`src/rtl/id_entry.sv`:
```
// Four-digit BCD ID entry: digits are staged calculator-style and copied into the
// committed ID on commit. Define ID_BACKSPACE_EN to enable the backspace strobe.
module id_entry #(
   parameter logic [15:0] RESET_ID = 16'h1119
) (
   input  logic        clk,
   input  logic        reset,
   input  logic [3:0]  digit_in,
   input  logic        digit_valid,
   input  logic        backspace,
   input  logic        clear,
   input  logic        commit,
   input  logic [1:0]  rd_sel,
   output logic [3:0]  rd_data,
   output logic [15:0] id_word,
   output logic [2:0]  count,
   output logic        ready,
   output logic        committed,
   output logic        err,
   output logic [1:0]  state_dbg
);

   typedef enum logic [1:0] {EMPTY = 2'd0, ENTERING = 2'd1, READY = 2'd2} state_t;

   state_t      state, state_n;
   logic [15:0] stage, stage_n;
   logic [15:0] cid, cid_n;
   logic [2:0]  count_n;
   logic        committed_n, err_n;

   always_ff @(posedge clk) begin
      if (reset) begin
         state     <= EMPTY;
         stage     <= 16'h0000;
         cid       <= RESET_ID;
         count     <= 3'd0;
         committed <= 1'b0;
         err       <= 1'b0;
      end else begin
         state     <= state_n;
         stage     <= stage_n;
         cid       <= cid_n;
         count     <= count_n;
         committed <= committed_n;
         err       <= err_n;
      end
   end

   // Strobe priority: clear > commit > backspace > digit; losers are dropped silently.
   always_comb begin
      state_n     = state;
      stage_n     = stage;
      cid_n       = cid;
      count_n     = count;
      committed_n = 1'b0;
      err_n       = 1'b0;
      if (clear) begin
         stage_n = 16'h0000;
         count_n = 3'd0;
         state_n = EMPTY;
      end else if (commit) begin
         if (state == READY) begin
            cid_n       = stage;
            stage_n     = 16'h0000;
            count_n     = 3'd0;
            state_n     = EMPTY;
            committed_n = 1'b1;
         end else begin
            err_n = 1'b1;
         end
`ifdef ID_BACKSPACE_EN
      end else if (backspace) begin
         if (state == EMPTY) begin
            err_n = 1'b1;
         end else begin
            stage_n = {4'h0, stage[15:4]};
            count_n = count - 3'd1;
            state_n = (count == 3'd1) ? EMPTY : ENTERING;
         end
`endif
      end else if (digit_valid) begin
         if (digit_in > 4'd9 || state == READY) begin
            err_n = 1'b1;
         end else begin
            stage_n = {stage[11:0], digit_in};
            count_n = count + 3'd1;
            state_n = (count == 3'd3) ? READY : ENTERING;
         end
      end
   end

`ifndef ID_BACKSPACE_EN
   logic unused_backspace;
   assign unused_backspace = backspace;
`endif

   assign rd_data   = cid[{rd_sel, 2'b00} +: 4];
   assign id_word   = cid;
   assign ready     = (state == READY);
   assign state_dbg = state;

endmodule

```
`config.mk`:
```
export PLATFORM = sky130hd
export DESIGN_NAME = id_entry
export DESIGN_NICKNAME = d
export VERILOG_FILES = /design/src/rtl/id_entry.sv
export SDC_FILE = /design/constraint.sdc
export NUM_CORES = 1
export LEC_CHECK = 0
export ABC_CLOCK_PERIOD_IN_PS = 1540
export CAP_MARGIN = 20
export CORE_MARGIN = 2
export CORE_UTILIZATION = 48
export DETAILED_ROUTE_END_ITERATION = 8
export PLACE_DENSITY = 0.85
export SLEW_MARGIN = 15
export SYNTH_ARGS = -nofsm -noshare
export SYNTH_HDL_FRONTEND = slang
export SYNTH_SLANG_ARGS = --single-unit
```
`constraint.sdc`:
```
create_clock -name clk -period 1.54 [get_ports clk]
set_clock_uncertainty 0.2 [all_clocks]
set_input_delay 0.308 -clock clk [delete_from_list [all_inputs] [get_ports clk]]
set_output_delay 0.308 -clock clk [all_outputs]
set_load 0.01 [all_outputs]
```
==> run summary <==
The run gives 0 as the number of nets still failing antenna checks after routing. The tools report the tightest slew margin relative to the limit as 81.5%. Counting every net in the synthesized netlist gives 197. The routed layout has 1510 vias. The wire-length estimate of the detail-placed layout is 2710 um.

The tree built by TritonCTS fans out to 39 sinks. Counting flops with an async set or reset pin after synthesis yields a share of 0%. For this design the ratio of total power to cell area is 702 nW/um^2. Sequential cells were found to cover 47.0% of the synthesized design area. Once the floorplan was initialized, standard cells occupied 49.8% of the core. The die span in x is 62.9 um, and the number of vias per cell is 5.08.

The number of design rule violations left after detail routing was 0. The sum of overflow across all layers after global routing is 0, and the portion of synthesized cell area occupied by the leading cell type is 47.0%. The most frequent cell after synthesis is nand2_1. Global routing used 20.9% of the available tracks across all layers.

For the number of rows in the core area, the log shows 21. Largest area contributor in the synthesized netlist: dfxtp_1. The logs give 3950 um^2 for the die area and 3940 um for the routed wire length. Flip-flop and latch count after synthesis: 39. By count the netlist is led by nand2_1 (41), dfxtp_1 (39), mux2i_1 (21), nand3_1 (20).

First-pass iteration count of the detailed router: 4. Leakage dissipation: 0.00108 uW. Clock tree synthesis inserted a total of 5 buffers.

The antenna diode instance count is 0. The checks that failed: setup timing. The transition time of the tightest slew-check pin works out to 0.278 ns. The run gives 32 as the largest net degree at the start of global routing. The biggest fanout along the worst timing path is 2, and the iteration-0 DRC count of the detailed router is 54. CTS placed an instance of clkbuf_4 at the clock tree root. Counting flops with a built-in enable in the synthesized netlist gives 0. Setup repair after global routing could not meet its margin everywhere.

The tool flagged a number of max-cap violations equal to 0. At the end of routability-driven placement, the weighted congestion stood at 0.719. The ratio of final minimum period to clock period was 117%; the fraction of layout instances using a drive strength above 1 was 41.4%. The count of port buffers added during placement was 38. The count of nets after finishing was 264; the number of distinct library cells after synthesis was 25.

The via count of the first global-routing pass is 1439. Type of the most critical hold path: in2reg. The worst setup path is launched from a register. The post-route minimum period was 1.80 ns.

During I/O placement, the number of pins put on the boundary was 40. TritonCTS built the clock tree. In the final routed layout, each cell accounts on average for 13.3 um. Measured along the y axis, the die boundary spans 62.9 um. The synthesis-to-finish area growth was 44.5%.

Number of failing hold endpoints at the final stage: 0. The tools report the initial antenna violation count as 0. Source-to-sink clock delay at the later pin of the worst-skew pair: 0.34 ns. The tools report the buffer depth of the longest clock path as 2. Across the VDD grid, the largest voltage drop is 0.572 mV. Synthesis handed over a netlist of 183 instances. By area the synthesized netlist is led by dfxtp_1 (47%), mux2i_1 (13%), nand2_1 (9.3%). The worst setup path is captured at an output pin. Based on the critical path, the design can be clocked at up to 557 MHz. The run gives -0.256 ns as the setup slack after layout.

The tools report the final max-slew violation count as 0. The most used flip-flop cell after synthesis is dfxtp_1. For the worst setup path, the data required time is 1.03 ns. Count of final setup violators: 5.

The CTS clock-pin slew for the worst setup and hold paths was 0.12 ns. The critical path class was reg2out. In this run the mean area of a mapped cell was 9.09 um^2. The first global-routing pass estimated 6410 um of wire. The run gives 0 as the synthesis warning total. Data arrives at the worst endpoint at 1.29 ns. The H-tree was split into 2 levels. After floorplanning, the core was sized to cover 3340 um^2.

The flow ran to the end, but the final reports show violations. At the placement stage, the worst setup path has a slack of -0.952 ns. The share of the core filled with cells was 72.0%. The synthesized netlist occupies a cell area of 1660 um^2.
-- power by group --
part           total, uW  leakage (uW)  internal [uW]  switching, uW
clock                524     0.0000272            174            350
combinational        145      0.000732           78.0           67.4
sequential          1020      0.000320           1010           3.86
-- routing by layer --
metal  share of wire [%]  track usage (%)  vias to the layer above
met1                  43             23.3                      697
met5                   0                0                        -
met3                 5.1             4.68                        7
li1                    -                -                      762
met2                  50             36.3                       44
met4                 2.6             12.5                        0
-- flip-flops by register name (all words and copies together), names as in the netlist --
signal / cells
committed: 1
count: 3
err: 1
id_word: 16
stage: 16
state_dbg: 2
-- kinds of logic after synthesis --
family	count (synthesis)	synth area share (%)
buf+inv	17	4.97
flops	39	47.0
mux	25	18.1
compound gates	14	4.66
fa+ha+maj	2	1.50
simple gates	86	23.9
-- placed cells by master, fill, tap and decap left out, drive strengths merged, types with 2 or more instances in the layout --
cell type      instances
a21oi                 11
buf                   58
dlymetal6s2s           2
dfxtp                 39
nand2                 41
nand3                 20
clkbuf                 7
clkinvlp               2
or3                    3
ha                     2
dlygate4sd2            6
mux4                   4
inv                    2
clkdlybuf4s50          6
nor2                   6
nor3                  11
mux2i                 21
-- layout make-up --
cell class,instances,area (um^2)
clock inverters,3,20.0
fillers,265,933
well taps,46,57.6
flip-flops and latches,39,806
multi-input cells,127,850
inverters,2,7.51
clock buffers,5,37.5
repair buffers,75,626
-- worst max-delay path: stages, from the launching register on --
cell and delay (ns):
dfxtp_2 0.34, mux4_2 0.45, buf_2 0.15
-- path summary, 6_finish.rpt --
kind                              startpoint     endpoint  slack, ns  depth (start not counted)
worst max-delay path             id_word[14]   rd_data[2]      -0.26                          2
worst min register to register     stage[13]  id_word[13]       0.26                          2
worst min-delay path                  commit          err       0.24                          3
worst max register to register  state_dbg[0]   id_word[6]      -0.01                          5
-- timing repair --
| action | in CTS | in global routing |
|---|---|---|
| hold buffers | 0 | 0 |
| buffers inserted | 3 | 0 |
| gates cloned | 0 | 2 |
| resized for setup | 119 | 25 |
| pin swaps | 0 | 3 |
| setup endpoints to repair | 28 | 25 |
-- through the flow --
stage	total power [uW]	instances	hold WS, ns	instance area [um^2]	setup TNS (ns)
after floorplan	1100	183	0.187	1660	0
after detailed placement	1180	286	0.253	2310	-14.88
after global routing	1740	297	0.252	2400	-1.66
after global placement	1170	286	0.241	2310	-13.09
final	1690	297	0.239	2400	-1.01
after CTS	1680	295	0.257	2310	-1.12
Power figures use the tool's default switching activity.
